[src/rtl/noc_pkg.sv]
// noc_pkg: flit width, field positions and field helpers shared across the NoC
package noc_pkg;
    localparam int FLIT_W  = 20;
    localparam int SRC_HI  = 15;
    localparam int SRC_LO  = 12;
    localparam int DSTC_HI = 7;
    localparam int DSTC_LO = 4;
    localparam int DST_HI  = 3;
    localparam int DST_LO  = 0;

    function automatic logic [3:0] flit_dest(input logic [FLIT_W-1:0] f);
        return f[DST_HI:DST_LO];
    endfunction
endpackage

[src/rtl/noc_sync_fifo.sv]
// noc_sync_fifo: single-clock FIFO with flush, level and combinational head read
module noc_sync_fifo #(
    parameter int W     = 20,
    parameter int DEPTH = 8
) (
    input  logic                     clk,
    input  logic                     rst,
    input  logic                     i_flush,
    input  logic                     i_push,
    input  logic                     i_pop,
    input  logic [W-1:0]             i_din,
    output logic [W-1:0]             o_dout,
    output logic                     o_full,
    output logic                     o_empty,
    output logic [$clog2(DEPTH):0]   o_level
);
    localparam int AW = $clog2(DEPTH);

    logic [W-1:0]  r_mem [DEPTH];
    logic [AW-1:0] r_wr;
    logic [AW-1:0] r_rd;
    logic [AW:0]   r_lvl;

    // storage is write-only on push and deliberately left unreset
    always_ff @(posedge clk) begin
        if (i_push) r_mem[r_wr] <= i_din;
    end

    // pointers wrap naturally at the power-of-two depth; level tracks push minus pop
    always_ff @(posedge clk) begin
        if (rst || i_flush) begin
            r_wr  <= '0;
            r_rd  <= '0;
            r_lvl <= '0;
        end else begin
            if (i_push) r_wr <= r_wr + 1'b1;
            if (i_pop)  r_rd <= r_rd + 1'b1;
            r_lvl <= r_lvl + (AW+1)'(i_push) - (AW+1)'(i_pop);
        end
    end

    assign o_dout  = r_mem[r_rd];
    assign o_empty = (r_lvl == '0);
    assign o_full  = (r_lvl == (AW+1)'(DEPTH));
    assign o_level = r_lvl;
endmodule

[src/rtl/nic_inject_fifo.sv]
// nic_inject_fifo: screens source flits into a FIFO feeding the router's local port
module nic_inject_fifo
    import noc_pkg::*;
#(
    parameter int         DEPTH   = 8,
    parameter logic [3:0] NODE_ID = 4'd0,
    parameter int         CNT_W   = 8
) (
    input  logic                     clk,
    input  logic                     rst,
    input  logic [FLIT_W-1:0]        in_flit,
    input  logic                     in_valid,
    input  logic                     flush,
    output logic [FLIT_W-1:0]        flit_out,
    output logic                     flit_valid,
    input  logic                     flit_ready,
    output logic [$clog2(DEPTH):0]   fifo_level,
    output logic                     overflow,
    output logic [CNT_W-1:0]         acc_cnt,
    output logic [CNT_W-1:0]         drop_cnt,
    output logic [CNT_W-1:0]         sent_cnt
);
    logic             w_full;
    logic             w_empty;
    logic             w_ok;
    logic             w_live;
    logic             w_pop;
    logic             w_push;
    logic             w_drop;
    logic             w_fdrop;
    logic [CNT_W-1:0] r_acc;
    logic [CNT_W-1:0] r_drop;
    logic [CNT_W-1:0] r_sent;
    logic             r_ovf;

    assign w_ok    = (in_flit[DSTC_HI:DSTC_LO] == flit_dest(in_flit)) && (flit_dest(in_flit) != NODE_ID);
    assign w_live  = in_valid && !flush;
    assign w_pop   = !w_empty && flit_ready && !flush;
    assign w_push  = w_live && w_ok && (!w_full || w_pop);
    assign w_drop  = w_live && !w_push;
    assign w_fdrop = w_live && w_ok && w_full && !w_pop;

    noc_sync_fifo #(.W(FLIT_W), .DEPTH(DEPTH)) u_fifo (
        .clk     (clk),
        .rst     (rst),
        .i_flush (flush),
        .i_push  (w_push),
        .i_pop   (w_pop),
        .i_din   (in_flit),
        .o_dout  (flit_out),
        .o_full  (w_full),
        .o_empty (w_empty),
        .o_level (fifo_level)
    );

    // saturating statistics and the sticky full-drop flag; flush leaves them alone
    always_ff @(posedge clk) begin
        if (rst) begin
            r_acc  <= '0;
            r_drop <= '0;
            r_sent <= '0;
            r_ovf  <= 1'b0;
        end else begin
            r_acc  <= r_acc  + CNT_W'(w_push && !(&r_acc));
            r_drop <= r_drop + CNT_W'(w_drop && !(&r_drop));
            r_sent <= r_sent + CNT_W'(w_pop  && !(&r_sent));
            r_ovf  <= r_ovf | w_fdrop;
        end
    end

    assign flit_valid = !w_empty;
    assign overflow   = r_ovf;
    assign acc_cnt    = r_acc;
    assign drop_cnt   = r_drop;
    assign sent_cnt   = r_sent;
endmodule

[config.mk]
export PLATFORM = sky130hd
export DESIGN_NAME = nic_inject_fifo
export DESIGN_NICKNAME = d
export VERILOG_FILES = /design/src/rtl/noc_pkg.sv /design/src/rtl/noc_sync_fifo.sv /design/src/rtl/nic_inject_fifo.sv
export SDC_FILE = /design/constraint.sdc
export NUM_CORES = 1
export LEC_CHECK = 0
export BUFFER_PORTS_ARGS = -buffer_cell sky130_fd_sc_hd__buf_2
export CORE_MARGIN = 2
export CORE_UTILIZATION = 35
export DETAILED_ROUTE_END_ITERATION = 16
export GPL_ROUTABILITY_DRIVEN = 0
export GPL_TIMING_DRIVEN = 0
export PLACE_DENSITY = 0.57
export SLEW_MARGIN = 30
export SYNTH_ARGS = -nofsm -noshare
export SYNTH_HDL_FRONTEND = slang
export SYNTH_SLANG_ARGS = --single-unit
[constraint.sdc]
create_clock -name clk -period 4 [get_ports clk]
set_input_delay 0.8 -clock clk [delete_from_list [all_inputs] [get_ports clk]]
set_output_delay 0.8 -clock clk [all_outputs]
set_load 0.02 [all_outputs]
==> results.toml, run 1 <==
[yosys]
ys_seq_area_frac = 0.715
netlist_top_cells_count = "160 x edfxtp_1, 40 x mux4_2, 38 x dfxtp_1, 25 x nor2_1, 20 x mux2_2"
synthFlopType = "edfxtp_1"
syn_avg_cell_area_um2 = 18.2
synth_cell_types = 38
synth_nets = 468
ys_ff_latch = 198
ys_top_cells_by_area = "edfxtp_1 62%, mux4_2 12%, dfxtp_1 9.8%"
yosys_warnings = 0
synth_top_area_frac = 0.618
syn-cell-area_um2 = 7780
async_flop_share = 0
synth_cells = 428
synth_largest_area_cell = "edfxtp_1"
yosysMostFrequentCell = "edfxtp_1"
synth_edf_count = 160

[sta]
post-route-period-util = 0.794
setup_violations = 0
drv_slew = 0
fmax_ghz = 0.315
finClkSkew_ns = 0.0128
timing.hold.ws_ns = 0.512
fin_ws_ns = 0.823
hold_violations = 0
worstMarginPinSlew_ns = 0.848
period_needed_ns = 3.18
slew-limit-headroom = 0.435
rsz0062_at_grt = "no"

[floorplan]
fp.dieH_um = 153
core_area_um2 = 21800
num_rows = 54
initial_core_util = 0.356
pin_count = 75
dieWidth_um = 153
dieArea_um2 = 23400

[setup_path]
worstSetupPathDepth = 9
max_stage_delay_ns = 0.60
r2r_slack_ns = 0.82
cp.buffers_inverters = 4
crit_path_end_kind = "flip-flop"
timing.rr.start = "u_fifo.o_level[2]"
critPathArrivalTime_ns = 3.31
critical-path-top-delay-family = "simple AND/OR/NAND/NOR gates"
crit_chain = "inv_1, ha_1, or3b_1, a311oi_2, nand2_2, buf_6, nor4_2, buf_2, buf_4"
critical_path_required_ns = 4.14
cp_slowest_cell = "nor4_2"
rr_endpoint = "u_fifo.r_mem[4][11]"
cp_max_fo = 10
crit_end = "u_fifo.r_mem[4][11]"
crit_type = "flip-flop to flip-flop"
start_kind = "flip-flop"
critical_path.startpoint = "u_fifo.o_level[2]"
r2r_cells = 9

[placement]
pre_cts_slack_ns = 0.438
dp_hpwl_um = 11400
dpl_cell_area_um2 = 8760
dp_cells = 816
port_buffers = 73

[clock_tree]
root_buffer = "clkbuf_16"
clkLatencyLatePin_ns = 0.43
cts_max_path_buffers = 2
cts.hold.buffers_added = 0
cts_setup_buffers = 0
cts_buffers = 17
cts_htree_levels = 4
cts.repair.resized = 0
cts.sinks = 198
clk_pin_slew_ns = 0.07
cts_tree = "done"

[grt]
antenna_found_initial = 0
gr-total-overflow = 0
grt_max_degree = 18
grt_pass1_wl_um = 25200
grt_pass1_vias = 4417
grt_usage = 0.141

[power]
power_mw = 3.91
leakage_nw = 3.24
vdd_drop_max_mv = 0.248
cellPowerDensity_nw_per_um2 = 420

[finish]
final_area_um2 = 9310
stdcell_count = 847
ff_latch_area_um2 = 5570
syn_to_final_growth_pct = 19.7
fin_nets = 595
final_layout_size_suffix_gt1_frac = 0.383
antenna_cells = 0
multi_input_area_um2 = 2150
fillers = 1954

[status]
status = "finished clean"

[routing]
drc = 0
vias = 4208
drt_iter0_markers = 262
dr.pass1.iters = 4
vias_per_cell = 4.97
wl_per_cell_um = 18.8
detail-route-antenna-nets = 0
wirelength_um = 15900

[hold_path]
min_path_type = "flip-flop to flip-flop"

[job]
maxCapViolCount = 0
[power breakdown]
| part | switching, mW | internal (mW) | leakage (nW) | total (mW) |
|---|---|---|---|---|
| sequential | 0.00291 | 2.22 | 1.74 | 2.23 |
| clock | 0.746 | 0.863 | 0.260 | 1.61 |
| combinational | 0.0514 | 0.0259 | 1.24 | 0.0773 |
| total | 0.800 | 3.11 | 3.24 | 3.91 |
[layout by cell type, fill, tap and decap left out, types with 6 or more instances in the layout]
cell,count
dfxtp_1,38
clkbuf_1,13
o21ai_0,7
ha_1,14
buf_4,6
nand3_1,10
a21oi_1,8
mux2_2,20
nor2_1,25
or3_1,6
buf_2,102
nor4_2,6
xnor2_1,10
inv_1,8
mux4_2,40
edfxtp_1,160
nand2_1,12
xor2_1,11
clkbuf_16,17
[layout make-up]
cell class	instances	share of cell area
clock buffers	18	0.0461
plain buffers	17	0.00820
repair buffers	108	0.0624
flip-flops and latches	198	0.598
clock inverters	13	0.0133
multi-input cells	205	0.231
inverters	8	0.00323
well taps	280	0.0376
[kinds of logic after synthesis]
logic type	after synthesis	share of synthesized area
mux	64	0.150
compound gates	19	0.0143
fa+ha+maj	15	0.0251
simple gates	86	0.0579
flops	198	0.715
buf+inv	25	0.0137
xor+xnor	21	0.0236
[metrics by stage]
step                      setup TNS, ns  utilization
after global routing                  0        0.427
after CTS                             0        0.427
final                                 0        0.427
after floorplan                  -24.83            -
after global placement          -352.70        0.389
after detailed placement              0        0.401
[how the worst min path moves through the flow]
stage	slack, ns	depth (start not counted)	from	to
finish	0.51	2	overflow	overflow
global route	0.55	2	overflow	overflow
CTS	0.51	2	drop_cnt[7]	drop_cnt[7]
detailed placement	0.50	2	overflow	overflow
global placement	0.48	2	sent_cnt[5]	sent_cnt[5]
floorplan	0.49	2	u_fifo.r_rd[2]	flip-flop
[registers in the layout, summed over array words and instances, names as in the netlist, named ones only]
register	cells
u_fifo.r_rd	3
sent_cnt	8
u_fifo.r_wr	3
acc_cnt	8
u_fifo.r_mem	160
drop_cnt	8
u_fifo.o_level	4
overflow	1
[layer usage]
| metal | up-vias | track usage | wire (um) |
|---|---|---|---|
| met5 | - | 0 | 0 |
| met4 | 0 | 0.0357 | 117 |
| met3 | 11 | 0.0408 | 639 |
| met2 | 94 | 0.232 | 7940 |
| met1 | 2171 | 0.187 | 7210 |
| li1 | 1932 | - | - |
[tightest hold or removal path, delay by kind of cell (launching register included)]
family          cells  cell delay, ns
compound gates      1            0.06
flops               1            0.35
simple gates        1            0.07
No activity file was read; power rests on OpenSTA's default activity.
==> run 2, diff against run 1 <==
Settings changed: PLACE_DENSITY 0.57 to 0.55.
Clock period 4 ns to 3.2 ns, I/O delays scaled along.
==> results.toml, run 2 (synthesized netlist as in run 1, its figures left out) <==
[status]
status = "finished clean"

[routing]
drc = 0
wl_per_cell_um = 19.4
detail-route-antenna-nets = 0
drt_iter0_markers = 211
vias_per_cell = 4.96
wirelength_um = 16200
vias = 4134
dr.pass1.iters = 4

[setup_path]
cp_max_fo = 10
r2r_slack_ns = 0.14
start_kind = "flip-flop"
critPathArrivalTime_ns = 3.20
crit_path_end_kind = "flip-flop"
timing.rr.start = "u_fifo.o_level[2]"
r2r_cells = 9
critical_path_required_ns = 3.34
crit_type = "flip-flop to flip-flop"
rr_endpoint = "u_fifo.r_mem[5][12]"

[grt]
top_usage_layer = "met2"
grt_pass1_vias = 4452
grt_util_met2 = 0.257
grt_pass1_wl_um = 25200
gr-total-overflow = 0
gr-usage-met1 = 0.172
grt_max_degree = 20
antenna_found_initial = 0
grtUsageMet3 = 0.0335
grt_usage = 0.144

[clock_tree]
cts_setup_buffers = 0
cts.sinks = 198
cts.hold.buffers_added = 0
cts_tree = "done"
cts_buffers = 17
cts.repair.resized = 0
root_buffer = "clkbuf_16"
clk_pin_slew_ns = 0.07
cts_max_path_buffers = 2
clkLatencyLatePin_ns = 0.43
cts_htree_levels = 4

[sta]
worstMarginPinSlew_ns = 0.805
drv_slew = 0
period_needed_ns = 3.06
post-route-period-util = 0.955
rsz0062_at_grt = "no"
timing.hold.ws_ns = 0.480
fmax_ghz = 0.327
finClkSkew_ns = 0.00970
slew-limit-headroom = 0.463
hold_violations = 0
setup_violations = 0

[floorplan]
core_area_um2 = 21800
dieWidth_um = 153
num_rows = 54
fp.dieH_um = 153
initial_core_util = 0.356
dieArea_um2 = 23400
pin_count = 75

[finish]
largest_reg_flops = 160
final_layout_size_suffix_gt1_frac = 0.371
most-common-layout-cells = "160 x edfxtp_1, 77 x buf_2, 40 x mux4_2"
antenna_cells = 0
largest_register = "u_fifo.r_mem"
final_common_cell = "edfxtp_1"
fin_nets = 580
fin_util = 0.430
stdcell_count = 833
syn_to_final_growth_pct = 20.7

[placement]
dp_hpwl_um = 11200
port_buffers = 73
dp_cells = 801

[hold_path]
min_from = "in_flit[16]"
min_path_type = "primary input to flip-flop"
hold_end = "u_fifo.r_mem[6][16]"
hold_depth = 1

[power]
cellPowerDensity_nw_per_um2 = 531
leakage_nw = 3.19
vdd_drop_max_mv = 0.356

[job]
maxCapViolCount = 0
## run 2: power by group
part / switching (mW) / total (mW) / internal [mW]
Sequential: 0.00363 / 2.78 / 2.78
Combinational: 0.0661 / 0.0998 / 0.0336
Clock: 0.995 / 2.11 / 1.11
## run 2: worst max-delay path by stage
stage | to | slack [ns] | from
2_1_floorplan | u_fifo.r_mem[5][0] | -0.39 | u_fifo.o_level[2]
3_3_place_gp | u_fifo.r_mem[5][17] | -2.10 | flush
3_5_place_dp | u_fifo.r_mem[5][17] | -0.09 | flush
4_1_cts | u_fifo.r_mem[5][12] | 0.08 | u_fifo.o_level[2]
5_1_grt | u_fifo.o_level[2] | 0.0003 | u_fifo.o_level[2]
6_report | u_fifo.r_mem[5][12] | 0.14 | u_fifo.o_level[2]
## run 2: worst max-delay path: stages, from the launching register on
cell	delay (ns)
dfxtp_1	0.33
inv_1	0.08
ha_1	0.22
or3b_1	0.42
a311oi_4	0.41
nand2_2	0.14
buf_6	0.20
nor3_2	0.55
buf_6	0.23
buf_4	0.18
## run 2: final cells by class
type,instances,area (um2)
clock inverter,15,169
clock buffer,17,425
fill,1925,12400
timing repair buffer,93,557
buffer,17,76.3
sequential,198,5570
inverter,8,30.0
tap,280,350
multi-input combinational,205,2220
## run 2: stage by stage
| step | area [um2] | setup WS [ns] | total power, mW | TNS, ns |
|---|---|---|---|---|
| after global placement | 8530 | -2.10 | 2.93 | -261.88 |
| after global routing | 9390 | 0.000264 | 5.15 | 0 |
| after detailed placement | 8790 | -0.0906 | 2.94 | -2.51 |
| final | 9390 | 0.143 | 4.99 | 0 |
| after CTS | 9380 | 0.0784 | 5.04 | 0 |
| after floorplan | 7820 | -0.388 | 2.88 | -24.13 |
## run 2: layer usage
metal  up-vias  wire, um
met3        16       732
li1       1919         -
met5         -         0
met4         0       257
met1      2111      6570
met2        88      8600
